## src/rtl/ysyx_24080006_axi_arb_if.sv

```systemverilog
// AXI4 channel bundle shared by the core masters, the arbiter and the SoC slave.
// Ports (signals):
//   AR : arvalid, arready, araddr[31:0], arid[3:0], arlen[7:0], arsize[2:0], arburst[1:0]
//   R  : rvalid, rready, rresp[1:0], rdata[31:0], rlast, rid[3:0]
//   AW : awvalid, awready, awaddr[31:0], awid[3:0], awlen[7:0], awsize[2:0], awburst[1:0]
//   W  : wvalid, wready, wdata[31:0], wstrb[3:0], wlast
//   B  : bvalid, bready, bresp[1:0], bid[3:0]
// modport master drives the request side, modport slave drives the response side.
interface ysyx_24080006_axi;
    logic        arvalid;
    logic        arready;
    logic [31:0] araddr;
    logic [3:0]  arid;
    logic [7:0]  arlen;
    logic [2:0]  arsize;
    logic [1:0]  arburst;

    logic        rvalid;
    logic        rready;
    logic [1:0]  rresp;
    logic [31:0] rdata;
    logic        rlast;
    logic [3:0]  rid;

    logic        awvalid;
    logic        awready;
    logic [31:0] awaddr;
    logic [3:0]  awid;
    logic [7:0]  awlen;
    logic [2:0]  awsize;
    logic [1:0]  awburst;

    logic        wvalid;
    logic        wready;
    logic [31:0] wdata;
    logic [3:0]  wstrb;
    logic        wlast;

    logic        bvalid;
    logic        bready;
    logic [1:0]  bresp;
    logic [3:0]  bid;

    modport master (
        output arvalid, araddr, arid, arlen, arsize, arburst, rready,
               awvalid, awaddr, awid, awlen, awsize, awburst,
               wvalid, wdata, wstrb, wlast, bready,
        input  arready, rvalid, rresp, rdata, rlast, rid,
               awready, wready, bvalid, bresp, bid
    );

    modport slave (
        input  arvalid, araddr, arid, arlen, arsize, arburst, rready,
               awvalid, awaddr, awid, awlen, awsize, awburst,
               wvalid, wdata, wstrb, wlast, bready,
        output arready, rvalid, rresp, rdata, rlast, rid,
               awready, wready, bvalid, bresp, bid
    );
endinterface

```

## src/rtl/ysyx_24080006_axi_arb.sv

```systemverilog
// Two-master / one-slave AXI4 arbiter: IFU (read only) and LSU (read/write)
// share one downstream bus, one transaction at a time.
// Ports:
//   clock        rising-edge clock
//   reset        asynchronous active-low reset
//   ifu          IFU read master (AW/W/B responses tied off)
//   lsu          LSU read/write master
//   mem          shared downstream slave
//   grant[1:0]   registered one-hot grant, [0]=IFU, [1]=LSU, 00 when idle
//   err_timeout  sticky, busy state lasted TIMEOUT cycles
//   err_rid      sticky, R beat id differed from the forwarded arid
//
// state  | meaning
// IDLE   | no grant, nothing forwarded, sample requests
// RD_IFU | IFU AR/R forwarded until the rlast beat
// RD_LSU | LSU AR/R forwarded until the rlast beat
// WR_LSU | LSU AW/W/B forwarded until the B handshake
module ysyx_24080006_axi_arb #(
    parameter int FIXED_PRIO = 0,
    parameter int TIMEOUT    = 4096
) (
    input  logic                    clock,
    input  logic                    reset,
    ysyx_24080006_axi.slave         ifu,
    ysyx_24080006_axi.slave         lsu,
    ysyx_24080006_axi.master        mem,
    output logic [1:0]              grant,
    output logic                    err_timeout,
    output logic                    err_rid
);

    typedef enum logic [1:0] {
        IDLE   = 2'd0,
        RD_IFU = 2'd1,
        RD_LSU = 2'd2,
        WR_LSU = 2'd3
    } state_t;

    localparam int WD_W = (TIMEOUT > 1) ? $clog2(TIMEOUT + 1) : 1;
    localparam logic [WD_W-1:0] WD_MAX  = WD_W'(TIMEOUT);
    localparam logic [WD_W-1:0] WD_LAST = WD_W'(TIMEOUT - 1);

    state_t          state;
    state_t          state_nxt;
    logic            last_ifu;
    logic            ifu_req;
    logic            lsu_req;
    logic            pick_lsu;
    logic            ar_hs;
    logic            r_hs;
    logic [3:0]      arid_q;
    logic [3:0]      rid_exp;
    logic [WD_W-1:0] wdog;
    logic            unused_ifu_wr;

    // The IFU never writes; its write-side request signals are intentionally ignored.
    assign unused_ifu_wr = ^{ifu.awvalid, ifu.awaddr, ifu.awid, ifu.awlen, ifu.awsize,
                             ifu.awburst, ifu.wvalid, ifu.wdata, ifu.wstrb, ifu.wlast,
                             ifu.bready};

    assign ifu_req = ifu.arvalid;
    assign lsu_req = lsu.arvalid | lsu.awvalid;
    // On a tie the master that did not win last time is chosen, unless LSU has fixed priority.
    assign pick_lsu = lsu_req && (!ifu_req || (FIXED_PRIO != 0) || last_ifu);

    assign ar_hs   = mem.arvalid && mem.arready;
    assign r_hs    = mem.rvalid && mem.rready;
    // An R beat cannot legally precede its AR, but use the live arid if both land together.
    assign rid_exp = ar_hs ? mem.arid : arid_q;

    always_comb begin
        state_nxt = state;
        case (state)
            IDLE: begin
                if (ifu_req || lsu_req) begin
                    if (pick_lsu) state_nxt = lsu.arvalid ? RD_LSU : WR_LSU;
                    else          state_nxt = RD_IFU;
                end
            end
            RD_IFU, RD_LSU: begin
                if (mem.rvalid && mem.rready && mem.rlast) state_nxt = IDLE;
            end
            WR_LSU: begin
                if (mem.bvalid && mem.bready) state_nxt = IDLE;
            end
            default: state_nxt = IDLE;
        endcase
    end

    always_ff @(posedge clock or negedge reset) begin
        if (!reset) begin
            state    <= IDLE;
            grant    <= 2'b00;
            last_ifu <= 1'b0;
            arid_q   <= 4'd0;
            err_rid  <= 1'b0;
        end else begin
            state <= state_nxt;
            grant <= {(state_nxt == RD_LSU) || (state_nxt == WR_LSU), state_nxt == RD_IFU};
            if (state == IDLE && state_nxt != IDLE) last_ifu <= (state_nxt == RD_IFU);
            if (ar_hs) arid_q <= mem.arid;
            if (r_hs && (mem.rid != rid_exp)) err_rid <= 1'b1;
        end
    end

    // Busy-cycle watchdog; saturates at TIMEOUT and never forces the FSM out.
    always_ff @(posedge clock or negedge reset) begin
        if (!reset) begin
            wdog        <= '0;
            err_timeout <= 1'b0;
        end else if (state == IDLE) begin
            wdog <= '0;
        end else if ((TIMEOUT != 0) && (wdog != WD_MAX)) begin
            wdog <= wdog + WD_W'(1);
            if (wdog == WD_LAST) err_timeout <= 1'b1;
        end
    end

    always_comb begin
        ifu.arready = 1'b0;
        ifu.rvalid  = 1'b0;
        ifu.rresp   = 2'b00;
        ifu.rdata   = 32'd0;
        ifu.rlast   = 1'b0;
        ifu.rid     = 4'd0;
        ifu.awready = 1'b0;
        ifu.wready  = 1'b0;
        ifu.bvalid  = 1'b0;
        ifu.bresp   = 2'b00;
        ifu.bid     = 4'd0;

        lsu.arready = 1'b0;
        lsu.rvalid  = 1'b0;
        lsu.rresp   = 2'b00;
        lsu.rdata   = 32'd0;
        lsu.rlast   = 1'b0;
        lsu.rid     = 4'd0;
        lsu.awready = 1'b0;
        lsu.wready  = 1'b0;
        lsu.bvalid  = 1'b0;
        lsu.bresp   = 2'b00;
        lsu.bid     = 4'd0;

        mem.arvalid = 1'b0;
        mem.araddr  = 32'd0;
        mem.arid    = 4'd0;
        mem.arlen   = 8'd0;
        mem.arsize  = 3'd0;
        mem.arburst = 2'b00;
        mem.rready  = 1'b0;
        mem.awvalid = 1'b0;
        mem.awaddr  = 32'd0;
        mem.awid    = 4'd0;
        mem.awlen   = 8'd0;
        mem.awsize  = 3'd0;
        mem.awburst = 2'b00;
        mem.wvalid  = 1'b0;
        mem.wdata   = 32'd0;
        mem.wstrb   = 4'd0;
        mem.wlast   = 1'b0;
        mem.bready  = 1'b0;

        case (state)
            RD_IFU: begin
                mem.arvalid = ifu.arvalid;
                mem.araddr  = ifu.araddr;
                mem.arid    = ifu.arid;
                mem.arlen   = ifu.arlen;
                mem.arsize  = ifu.arsize;
                mem.arburst = ifu.arburst;
                ifu.arready = mem.arready;
                ifu.rvalid  = mem.rvalid;
                ifu.rresp   = mem.rresp;
                ifu.rdata   = mem.rdata;
                ifu.rlast   = mem.rlast;
                ifu.rid     = mem.rid;
                mem.rready  = ifu.rready;
            end
            RD_LSU: begin
                mem.arvalid = lsu.arvalid;
                mem.araddr  = lsu.araddr;
                mem.arid    = lsu.arid;
                mem.arlen   = lsu.arlen;
                mem.arsize  = lsu.arsize;
                mem.arburst = lsu.arburst;
                lsu.arready = mem.arready;
                lsu.rvalid  = mem.rvalid;
                lsu.rresp   = mem.rresp;
                lsu.rdata   = mem.rdata;
                lsu.rlast   = mem.rlast;
                lsu.rid     = mem.rid;
                mem.rready  = lsu.rready;
            end
            WR_LSU: begin
                mem.awvalid = lsu.awvalid;
                mem.awaddr  = lsu.awaddr;
                mem.awid    = lsu.awid;
                mem.awlen   = lsu.awlen;
                mem.awsize  = lsu.awsize;
                mem.awburst = lsu.awburst;
                lsu.awready = mem.awready;
                mem.wvalid  = lsu.wvalid;
                mem.wdata   = lsu.wdata;
                mem.wstrb   = lsu.wstrb;
                mem.wlast   = lsu.wlast;
                lsu.wready  = mem.wready;
                lsu.bvalid  = mem.bvalid;
                lsu.bresp   = mem.bresp;
                lsu.bid     = mem.bid;
                mem.bready  = lsu.bready;
            end
            default: begin
            end
        endcase
    end

endmodule

```

## src/flat_wrapper.sv

```systemverilog
// flat-port wrapper written by rule: the top's interface ports become plain ports
module ysyx_24080006_axi_arb_flat 
#(
    parameter int FIXED_PRIO = 0,
    parameter int TIMEOUT    = 4096
)
  (clock, reset, grant, err_timeout, err_rid, ifu_arvalid, ifu_araddr, ifu_arid, ifu_arlen, ifu_arsize, ifu_arburst, ifu_rready, ifu_awvalid, ifu_awaddr, ifu_awid, ifu_awlen, ifu_awsize, ifu_awburst, ifu_wvalid, ifu_wdata, ifu_wstrb, ifu_wlast, ifu_bready, ifu_arready, ifu_rvalid, ifu_rresp, ifu_rdata, ifu_rlast, ifu_rid, ifu_awready, ifu_wready, ifu_bvalid, ifu_bresp, ifu_bid, lsu_arvalid, lsu_araddr, lsu_arid, lsu_arlen, lsu_arsize, lsu_arburst, lsu_rready, lsu_awvalid, lsu_awaddr, lsu_awid, lsu_awlen, lsu_awsize, lsu_awburst, lsu_wvalid, lsu_wdata, lsu_wstrb, lsu_wlast, lsu_bready, lsu_arready, lsu_rvalid, lsu_rresp, lsu_rdata, lsu_rlast, lsu_rid, lsu_awready, lsu_wready, lsu_bvalid, lsu_bresp, lsu_bid, mem_arvalid, mem_araddr, mem_arid, mem_arlen, mem_arsize, mem_arburst, mem_rready, mem_awvalid, mem_awaddr, mem_awid, mem_awlen, mem_awsize, mem_awburst, mem_wvalid, mem_wdata, mem_wstrb, mem_wlast, mem_bready, mem_arready, mem_rvalid, mem_rresp, mem_rdata, mem_rlast, mem_rid, mem_awready, mem_wready, mem_bvalid, mem_bresp, mem_bid);
  ysyx_24080006_axi ifu_i ();
  ysyx_24080006_axi lsu_i ();
  ysyx_24080006_axi mem_i ();
  input  logic clock;
  input  logic reset;
  output logic [1:0] grant;
  output logic err_timeout;
  output logic err_rid;
  input wire logic [$bits(ifu_i.arvalid)-1:0] ifu_arvalid;
  input wire logic [$bits(ifu_i.araddr)-1:0] ifu_araddr;
  input wire logic [$bits(ifu_i.arid)-1:0] ifu_arid;
  input wire logic [$bits(ifu_i.arlen)-1:0] ifu_arlen;
  input wire logic [$bits(ifu_i.arsize)-1:0] ifu_arsize;
  input wire logic [$bits(ifu_i.arburst)-1:0] ifu_arburst;
  input wire logic [$bits(ifu_i.rready)-1:0] ifu_rready;
  input wire logic [$bits(ifu_i.awvalid)-1:0] ifu_awvalid;
  input wire logic [$bits(ifu_i.awaddr)-1:0] ifu_awaddr;
  input wire logic [$bits(ifu_i.awid)-1:0] ifu_awid;
  input wire logic [$bits(ifu_i.awlen)-1:0] ifu_awlen;
  input wire logic [$bits(ifu_i.awsize)-1:0] ifu_awsize;
  input wire logic [$bits(ifu_i.awburst)-1:0] ifu_awburst;
  input wire logic [$bits(ifu_i.wvalid)-1:0] ifu_wvalid;
  input wire logic [$bits(ifu_i.wdata)-1:0] ifu_wdata;
  input wire logic [$bits(ifu_i.wstrb)-1:0] ifu_wstrb;
  input wire logic [$bits(ifu_i.wlast)-1:0] ifu_wlast;
  input wire logic [$bits(ifu_i.bready)-1:0] ifu_bready;
  output wire logic [$bits(ifu_i.arready)-1:0] ifu_arready;
  output wire logic [$bits(ifu_i.rvalid)-1:0] ifu_rvalid;
  output wire logic [$bits(ifu_i.rresp)-1:0] ifu_rresp;
  output wire logic [$bits(ifu_i.rdata)-1:0] ifu_rdata;
  output wire logic [$bits(ifu_i.rlast)-1:0] ifu_rlast;
  output wire logic [$bits(ifu_i.rid)-1:0] ifu_rid;
  output wire logic [$bits(ifu_i.awready)-1:0] ifu_awready;
  output wire logic [$bits(ifu_i.wready)-1:0] ifu_wready;
  output wire logic [$bits(ifu_i.bvalid)-1:0] ifu_bvalid;
  output wire logic [$bits(ifu_i.bresp)-1:0] ifu_bresp;
  output wire logic [$bits(ifu_i.bid)-1:0] ifu_bid;
  input wire logic [$bits(lsu_i.arvalid)-1:0] lsu_arvalid;
  input wire logic [$bits(lsu_i.araddr)-1:0] lsu_araddr;
  input wire logic [$bits(lsu_i.arid)-1:0] lsu_arid;
  input wire logic [$bits(lsu_i.arlen)-1:0] lsu_arlen;
  input wire logic [$bits(lsu_i.arsize)-1:0] lsu_arsize;
  input wire logic [$bits(lsu_i.arburst)-1:0] lsu_arburst;
  input wire logic [$bits(lsu_i.rready)-1:0] lsu_rready;
  input wire logic [$bits(lsu_i.awvalid)-1:0] lsu_awvalid;
  input wire logic [$bits(lsu_i.awaddr)-1:0] lsu_awaddr;
  input wire logic [$bits(lsu_i.awid)-1:0] lsu_awid;
  input wire logic [$bits(lsu_i.awlen)-1:0] lsu_awlen;
  input wire logic [$bits(lsu_i.awsize)-1:0] lsu_awsize;
  input wire logic [$bits(lsu_i.awburst)-1:0] lsu_awburst;
  input wire logic [$bits(lsu_i.wvalid)-1:0] lsu_wvalid;
  input wire logic [$bits(lsu_i.wdata)-1:0] lsu_wdata;
  input wire logic [$bits(lsu_i.wstrb)-1:0] lsu_wstrb;
  input wire logic [$bits(lsu_i.wlast)-1:0] lsu_wlast;
  input wire logic [$bits(lsu_i.bready)-1:0] lsu_bready;
  output wire logic [$bits(lsu_i.arready)-1:0] lsu_arready;
  output wire logic [$bits(lsu_i.rvalid)-1:0] lsu_rvalid;
  output wire logic [$bits(lsu_i.rresp)-1:0] lsu_rresp;
  output wire logic [$bits(lsu_i.rdata)-1:0] lsu_rdata;
  output wire logic [$bits(lsu_i.rlast)-1:0] lsu_rlast;
  output wire logic [$bits(lsu_i.rid)-1:0] lsu_rid;
  output wire logic [$bits(lsu_i.awready)-1:0] lsu_awready;
  output wire logic [$bits(lsu_i.wready)-1:0] lsu_wready;
  output wire logic [$bits(lsu_i.bvalid)-1:0] lsu_bvalid;
  output wire logic [$bits(lsu_i.bresp)-1:0] lsu_bresp;
  output wire logic [$bits(lsu_i.bid)-1:0] lsu_bid;
  output wire logic [$bits(mem_i.arvalid)-1:0] mem_arvalid;
  output wire logic [$bits(mem_i.araddr)-1:0] mem_araddr;
  output wire logic [$bits(mem_i.arid)-1:0] mem_arid;
  output wire logic [$bits(mem_i.arlen)-1:0] mem_arlen;
  output wire logic [$bits(mem_i.arsize)-1:0] mem_arsize;
  output wire logic [$bits(mem_i.arburst)-1:0] mem_arburst;
  output wire logic [$bits(mem_i.rready)-1:0] mem_rready;
  output wire logic [$bits(mem_i.awvalid)-1:0] mem_awvalid;
  output wire logic [$bits(mem_i.awaddr)-1:0] mem_awaddr;
  output wire logic [$bits(mem_i.awid)-1:0] mem_awid;
  output wire logic [$bits(mem_i.awlen)-1:0] mem_awlen;
  output wire logic [$bits(mem_i.awsize)-1:0] mem_awsize;
  output wire logic [$bits(mem_i.awburst)-1:0] mem_awburst;
  output wire logic [$bits(mem_i.wvalid)-1:0] mem_wvalid;
  output wire logic [$bits(mem_i.wdata)-1:0] mem_wdata;
  output wire logic [$bits(mem_i.wstrb)-1:0] mem_wstrb;
  output wire logic [$bits(mem_i.wlast)-1:0] mem_wlast;
  output wire logic [$bits(mem_i.bready)-1:0] mem_bready;
  input wire logic [$bits(mem_i.arready)-1:0] mem_arready;
  input wire logic [$bits(mem_i.rvalid)-1:0] mem_rvalid;
  input wire logic [$bits(mem_i.rresp)-1:0] mem_rresp;
  input wire logic [$bits(mem_i.rdata)-1:0] mem_rdata;
  input wire logic [$bits(mem_i.rlast)-1:0] mem_rlast;
  input wire logic [$bits(mem_i.rid)-1:0] mem_rid;
  input wire logic [$bits(mem_i.awready)-1:0] mem_awready;
  input wire logic [$bits(mem_i.wready)-1:0] mem_wready;
  input wire logic [$bits(mem_i.bvalid)-1:0] mem_bvalid;
  input wire logic [$bits(mem_i.bresp)-1:0] mem_bresp;
  input wire logic [$bits(mem_i.bid)-1:0] mem_bid;
  assign ifu_i.arvalid = ifu_arvalid;
  assign ifu_i.araddr = ifu_araddr;
  assign ifu_i.arid = ifu_arid;
  assign ifu_i.arlen = ifu_arlen;
  assign ifu_i.arsize = ifu_arsize;
  assign ifu_i.arburst = ifu_arburst;
  assign ifu_i.rready = ifu_rready;
  assign ifu_i.awvalid = ifu_awvalid;
  assign ifu_i.awaddr = ifu_awaddr;
  assign ifu_i.awid = ifu_awid;
  assign ifu_i.awlen = ifu_awlen;
  assign ifu_i.awsize = ifu_awsize;
  assign ifu_i.awburst = ifu_awburst;
  assign ifu_i.wvalid = ifu_wvalid;
  assign ifu_i.wdata = ifu_wdata;
  assign ifu_i.wstrb = ifu_wstrb;
  assign ifu_i.wlast = ifu_wlast;
  assign ifu_i.bready = ifu_bready;
  assign ifu_arready = ifu_i.arready;
  assign ifu_rvalid = ifu_i.rvalid;
  assign ifu_rresp = ifu_i.rresp;
  assign ifu_rdata = ifu_i.rdata;
  assign ifu_rlast = ifu_i.rlast;
  assign ifu_rid = ifu_i.rid;
  assign ifu_awready = ifu_i.awready;
  assign ifu_wready = ifu_i.wready;
  assign ifu_bvalid = ifu_i.bvalid;
  assign ifu_bresp = ifu_i.bresp;
  assign ifu_bid = ifu_i.bid;
  assign lsu_i.arvalid = lsu_arvalid;
  assign lsu_i.araddr = lsu_araddr;
  assign lsu_i.arid = lsu_arid;
  assign lsu_i.arlen = lsu_arlen;
  assign lsu_i.arsize = lsu_arsize;
  assign lsu_i.arburst = lsu_arburst;
  assign lsu_i.rready = lsu_rready;
  assign lsu_i.awvalid = lsu_awvalid;
  assign lsu_i.awaddr = lsu_awaddr;
  assign lsu_i.awid = lsu_awid;
  assign lsu_i.awlen = lsu_awlen;
  assign lsu_i.awsize = lsu_awsize;
  assign lsu_i.awburst = lsu_awburst;
  assign lsu_i.wvalid = lsu_wvalid;
  assign lsu_i.wdata = lsu_wdata;
  assign lsu_i.wstrb = lsu_wstrb;
  assign lsu_i.wlast = lsu_wlast;
  assign lsu_i.bready = lsu_bready;
  assign lsu_arready = lsu_i.arready;
  assign lsu_rvalid = lsu_i.rvalid;
  assign lsu_rresp = lsu_i.rresp;
  assign lsu_rdata = lsu_i.rdata;
  assign lsu_rlast = lsu_i.rlast;
  assign lsu_rid = lsu_i.rid;
  assign lsu_awready = lsu_i.awready;
  assign lsu_wready = lsu_i.wready;
  assign lsu_bvalid = lsu_i.bvalid;
  assign lsu_bresp = lsu_i.bresp;
  assign lsu_bid = lsu_i.bid;
  assign mem_arvalid = mem_i.arvalid;
  assign mem_araddr = mem_i.araddr;
  assign mem_arid = mem_i.arid;
  assign mem_arlen = mem_i.arlen;
  assign mem_arsize = mem_i.arsize;
  assign mem_arburst = mem_i.arburst;
  assign mem_rready = mem_i.rready;
  assign mem_awvalid = mem_i.awvalid;
  assign mem_awaddr = mem_i.awaddr;
  assign mem_awid = mem_i.awid;
  assign mem_awlen = mem_i.awlen;
  assign mem_awsize = mem_i.awsize;
  assign mem_awburst = mem_i.awburst;
  assign mem_wvalid = mem_i.wvalid;
  assign mem_wdata = mem_i.wdata;
  assign mem_wstrb = mem_i.wstrb;
  assign mem_wlast = mem_i.wlast;
  assign mem_bready = mem_i.bready;
  assign mem_i.arready = mem_arready;
  assign mem_i.rvalid = mem_rvalid;
  assign mem_i.rresp = mem_rresp;
  assign mem_i.rdata = mem_rdata;
  assign mem_i.rlast = mem_rlast;
  assign mem_i.rid = mem_rid;
  assign mem_i.awready = mem_awready;
  assign mem_i.wready = mem_wready;
  assign mem_i.bvalid = mem_bvalid;
  assign mem_i.bresp = mem_bresp;
  assign mem_i.bid = mem_bid;
  ysyx_24080006_axi_arb #(.FIXED_PRIO(FIXED_PRIO), .TIMEOUT(TIMEOUT)) u_core (.clock(clock), .reset(reset), .ifu(ifu_i), .lsu(lsu_i), .mem(mem_i), .grant(grant), .err_timeout(err_timeout), .err_rid(err_rid));
endmodule
```

## config.mk

```make
export PLATFORM = sky130hd
export DESIGN_NAME = ysyx_24080006_axi_arb_flat
export DESIGN_NICKNAME = d
export VERILOG_FILES = /design/src/rtl/ysyx_24080006_axi_arb_if.sv /design/src/rtl/ysyx_24080006_axi_arb.sv /design/src/flat_wrapper.sv
export SDC_FILE = /design/constraint.sdc
export NUM_CORES = 1
export LEC_CHECK = 0
export ABC_CLOCK_PERIOD_IN_PS = 2500
export BUFFER_PORTS_ARGS = -buffer_cell sky130_fd_sc_hd__buf_2
export CORE_AREA = 2 2 226 228
export DETAILED_ROUTE_END_ITERATION = 7
export DIE_AREA = 0 0 228 230
export PLACE_DENSITY_LB_ADDON = 0.08
export SLEW_MARGIN = 20
export SYNTH_ARGS = -nofsm -noshare
export SYNTH_HDL_FRONTEND = slang
export SYNTH_SLANG_ARGS = --single-unit
```

## constraint.sdc

```tcl
create_clock -name clock -period 2.5 [get_ports clock]
set_input_delay 0.125 -clock clock [delete_from_list [all_inputs] [get_ports clock]]
set_output_delay 0.125 -clock clock [all_outputs]
set_load 0.05 [all_outputs]
```

=== Word level (Yosys, flattened, before mapping) ===
Cells that the tools add are included.

* Flip-flop bits (word level): 24
* Input port bits: 332
* Word-level logic and storage cells: 79

* Add/subtract/negate cells: 1
* Eq/ne operators: 9
* Multiplexer cells: 44
* Bitwise operators: 2
* Reduce and logical (&&, ||, !) cells: 16

{| class="wikitable"
|+ Operators with widths
! kind !! number
|-
| 32-bit 2-to-1 mux || 4
|-
| 32-bit one-hot mux with 2 select lines || 1
|-
| 13-bit 2-to-1 mux || 2
|-
| 4-bit 2-to-1 mux || 6
|-
| 2-bit 2-to-1 mux || 8
|-
| 8-bit one-hot mux with 2 select lines || 1
|-
| 1-bit 2-to-1 mux || 14
|-
| 13-bit by 1-bit adder with 13-bit output (second input constant) || 1
|-
| 13-bit by 12-bit == test with 1-bit output (second input constant) || 1
|-
| 13-bit inequality test (second input constant) || 1
|-
| 2-bit == test (second input constant) || 4
|-
| 8-bit 2-to-1 mux || 1
|-
| 4-bit one-hot mux with 2 select lines || 1
|-
| 1-bit logical AND || 7
|-
| 2-bit one-hot mux with 3 select lines || 1
|-
| 3-bit one-hot mux with 2 select lines || 1
|-
| 2-bit by 1-bit == test with 1-bit output (second input constant) || 2
|-
| 4-bit inequality test || 1
|-
| 1-bit one-hot mux with 2 select lines || 2
|-
| 2-bit one-hot mux with 2 select lines || 1
|-
| 2-bit nonzero test || 2
|-
| 1-bit logical OR || 3
|-
| 3-bit 2-to-1 mux || 1
|-
| 3-bit AND reduction || 1
|-
| other kinds (5) || 5
|}

=== Longest topological paths before layout ===
* Depth after elaboration: 8
* Gate-level depth with buffers: 8

=== Worst setup path after synthesis ===
OpenSTA, ideal clock, no wires.

* Path type: register to output
* From: register u_core.state[1]
* To: output port mem_arsize[1]
* Arrival time: 2.003 ns
* Setup slack: 0.372 ns
* Cell stages (with the launch flop): 7
* Buffers on the path: 2
* Path through: dfrtp_1 inv_1 ha_1 buf_2 clkbuf_1 a22oi_1 nor2b_1

* Longest elaborated chain between the ends: 2

{| class="wikitable"
|+ Ends and longest elaborated chain
! what !! RTL line !! source
|-
| from (decl) || ysyx_24080006_axi_arb.sv:43 || <nowiki>state_t state;</nowiki>
|-
| from (signal assigned) || ysyx_24080006_axi_arb.sv:98 || <nowiki>state <= state_nxt;</nowiki>
|-
| 2-bit == test or 2-bit by 1-bit == test with 1-bit output (tied branches) || ysyx_24080006_axi_arb.sv:163 || <nowiki>case (state)</nowiki>
|-
| 3-bit one-hot mux with 2 select lines (*) || ysyx_24080006_axi_arb.sv:163 ||
|-
| to (decl) || flat_wrapper.sv:78 || <nowiki>output wire logic [$bits(mem_i.arsize)-1:0] mem_arsize;</nowiki>
|}

Every way passes the cells marked *; elsewhere a longest branch is shown, timed or not.

=== Worst setup path after layout ===
* From: register u_core.state[1]
* To: register u_core.err_rid

* Longest elaborated chain between the ends: 6

{| class="wikitable"
|+ Ends and longest elaborated chain
! what !! RTL line !! source
|-
| 2-bit == test or 2-bit by 1-bit == test with 1-bit output (tied branches) || ysyx_24080006_axi_arb.sv:163 ||
|-
| 1-bit one-hot mux with 2 select lines || ysyx_24080006_axi_arb.sv:163 ||
|-
| 1-bit logical AND || ysyx_24080006_axi_arb.sv:66 || <nowiki>assign ar_hs = mem.arvalid && mem.arready;</nowiki>
|-
| 4-bit 2-to-1 mux || n/a ||
|-
| 4-bit inequality test || ysyx_24080006_axi_arb.sv:102 || <nowiki>if (r_hs && (mem.rid != rid_exp)) err_rid <= 1'b1;</nowiki>
|-
| 1-bit logical AND (*) || ysyx_24080006_axi_arb.sv:102 ||
|-
| to (signal assigned) || ysyx_24080006_axi_arb.sv:96 || <nowiki>err_rid <= 1'b0;</nowiki>
|-
| to (signal assigned) || ysyx_24080006_axi_arb.sv:102 ||
|-
| to (decl) || ysyx_24080006_axi_arb.sv:29 || <nowiki>output logic err_rid</nowiki>
|}

Marked as above.
A chain may end at the register's enable or synchronous reset.

==> flow_summary.json <==
{
  "tns_ns": 0,
  "fp.dieW_um": 228,
  "rows": 82,
  "cts.sinks": 24,
  "nFillCells": 5888,
  "cts-root-buf": "clkbuf_16",
  "p_total_uw": 8040,
  "synth_edf_count": 0,
  "cts_tree": "built",
  "die_y_um": 230,
  "min_from": "ifu_arid[1]",
  "wl_met2_um": 11300,
  "num_vias": 4899,
  "worst_setup_path_start_kind": "flop",
  "p_int_uw": 2560,
  "ant_nets": 0,
  "ff2ff_path_depth": 7,
  "gp_congestion": 0.809,
  "end_kind": "flop",
  "die-area_mm2": 0.0524,
  "grt_pass1_vias": 4796,
  "numCtsBuffers": 3,
  "routed_wl_um": 21700,
  "hold_depth": 3,
  "start_util": 0.0671,
  "yosysWarnings": 0,
  "leakage_uw": 0.00358,
  "cp.required_ns": 2.66,
  "fin_skew_ns": 0.00495,
  "run_status": "finished, final reports clean",
  "min_period_ns": 2.26,
  "post-route-util": 0.133,
  "period_share": 0.905,
  "highest_layer": "met5",
  "hold_violations": 0,
  "cp.arrival_ns": 2.42,
  "ys_seq_area_frac": 0.180,
  "maxCapViolations": 0,
  "switching_power_uw": 5480,
  "layout_commonest_cell": "buf_2",
  "swShare": 0.682,
  "synthesis.area_mm2": 0.00334,
  "core-area_mm2": 0.0499,
  "antenna_found_initial": 7,
  "synth_cell_types": 39,
  "setup_viol": 0,
  "ys_ff_latch": 24,
  "rsz0062_at_grt": "false",
  "grt_pass1_wl_um": 30400,
  "synthCells": 463,
  "clk_path_buf_depth": 2,
  "fmax_mhz": 442,
  "final-seq-area_um2": 601,
  "hpwlAfterDp_um": 18500,
  "port_buffers": 477,
  "combPwrFrac": 0.879,
  "syn_area_per_cell_um2": 7.22,
  "mostFrequentLayoutCells": "buf_2 (477), and2_1 (183), nor2b_1 (50), a22oi_1 (49), dfrtp_1 (24)",
  "sequentialPowerShare": 0.070,
  "h-tree-depth": 1,
  "crit_fanout": 6,
  "drtPass1Iterations": 4,
  "rr_startpoint": "u_core.state[1]",
  "rr_endpoint": "u_core.err_rid",
  "met1Wirelength_um": 7840,
  "vdd_drop_max_v": 0.000303,
  "hp-class": "in -> reg",
  "final_nets": 1255,
  "dr_wl_met3_um": 2170,
  "routedWlPerCell_um": 13.6,
  "grt_max_degree": 100,
  "clk_latency_ns": 0.27,
  "ios": 576,
  "multiInputGateArea_mm2": 0.00255,
  "finalMaxSlewViolations": 0,
  "power.density_mw_per_mm2": 1210,
  "viasPerCell": 3.08,
  "drc": 0,
  "grt_use_total": 0.0767,
  "drtIter0Drc": 91,
  "worstMarginPinSlew_ns": 0.632,
  "synth_ff_type": "dfrtp_1",
  "async_flop_share": 1.00,
  "min_to": "u_core.arid_q[1]",
  "areaGrowthSynthToFinish_pct": 98.4,
  "rrSetupSlack_ns": 0.24,
  "grt-ovfl-total": 0,
  "drive_above_1_share": 0.548,
  "path_class": "reg -> reg",
  "p_clk_frac": 0.051,
  "clk_pin_slew_worst_paths_ns": 0.07,
  "slew-limit-headroom": 0.578
}
[repair_timing]
action | 4_1_cts | 5_1_grt
hold buffers | 1 | 0
hold endpoints to repair | 24 | 0
gates resized for setup | 0 | 0
buffers inserted | 0 | 0
[sequential cells by signal (all words and copies together), names as in the netlist]
register	cells
u_core.err_rid	1
u_core.last_ifu	1
u_core.arid_q	4
u_core.state	2
u_core.err_timeout	1
u_core.grant	2
u_core.wdog	13
[worst max-delay path: stages, from the launching register on]
cell     delay [ns]
dfrtp_1        0.42
inv_1          0.13
ha_2           0.39
and2_0         0.31
a22oi_1        0.14
nor3b_1        0.25
a41oi_1        0.18
a311o_1        0.34
[synth_stat cells (4+ instances only)]
cell / count / area, µm²
nand2_1: 10 / 37.5
dfrtp_1: 24 / 601
xor2_1: 7 / 61.3
nor2b_1: 50 / 313
a21oi_1: 8 / 40.0
and2_1: 183 / 1140
o31ai_1: 4 / 30.0
nand3_1: 7 / 35.0
nand4_1: 4 / 25.0
inv_1: 6 / 22.5
ha_1: 6 / 75.1
nor2_1: 18 / 67.6
xnor2_1: 4 / 35.0
buf_1: 5 / 18.8
clkbuf_1: 31 / 116
buf_4: 10 / 75.1
nand2b_1: 4 / 25.0
a22oi_1: 49 / 368
[final cells by class]
cell class / instances / area share
Sequential cell: 24 / 0.0905
Inverter: 6 / 0.00339
Timing Repair Buffer: 489 / 0.379
Multi-Input combinational cell: 393 / 0.385
Tap cell: 672 / 0.127
Antenna cell: 4 / 0.00151
Clock buffer: 4 / 0.0134
[metrics by stage]
stage | std cells | hold WS (ns) | cell area, µm² | worst slack [ns]
2_1_floorplan | 471 | -0.171 | 3370 | 0.372
6_report | 1592 | 0.197 | 6640 | 0.238
3_3_place_gp | 1583 | 0.209 | 6530 | 0.205
4_1_cts | 1588 | 0.207 | 6630 | 0.204
3_5_place_dp | 1583 | 0.209 | 6530 | 0.228
5_1_grt | 1589 | 0.228 | 6630 | 0.0862
[per-layer routing]
metal / global-route usage / up-vias
li1: - / 2420
met1: 0.0765 / 2146
met2: 0.150 / 310
met3: 0.0277 / 17
met4: 0.0182 / 6
met5: 0 / -
[power groups by stage]
stage	logic, µW	clock network, µW	registers, µW
after floorplan	5190	0	624
after global placement	7290	0	578
after detailed placement	7210	0	572
after CTS	7230	423	567
after global routing	7510	446	579
final	7060	411	565
[cell families (layout without fill, tap and decap cells)]
family / Yosys count / in the layout / synth area share
xor+xnor: 11 / 11 / 0.0288
mux: 1 / 1 / 0.00449
simple gates: 293 / 293 / 0.526
compound gates: 73 / 73 / 0.163
buf+inv: 54 / 499 / 0.0744
flops: 24 / 24 / 0.180
other cells: 1 / 13 / 0.00112
fa+ha+maj: 6 / 6 / 0.0224
[worst max-delay path by stage]
| stage | from | end | cells after the start |
|---|---|---|---|
| 2_1_floorplan | u_core.state[1] | mem_arsize[1] | 6 |
| 3_3_place_gp | u_core.state[1] | u_core.err_rid | 7 |
| 3_5_place_dp | u_core.state[1] | u_core.err_rid | 7 |
| 4_1_cts | u_core.state[1] | mem_arsize[0] | 5 |
| 5_1_grt | u_core.state[1] | u_core.err_rid | 7 |
| 6_report | u_core.state[1] | u_core.err_rid | 7 |
Note: power is estimated with default switching activity, not from simulation.
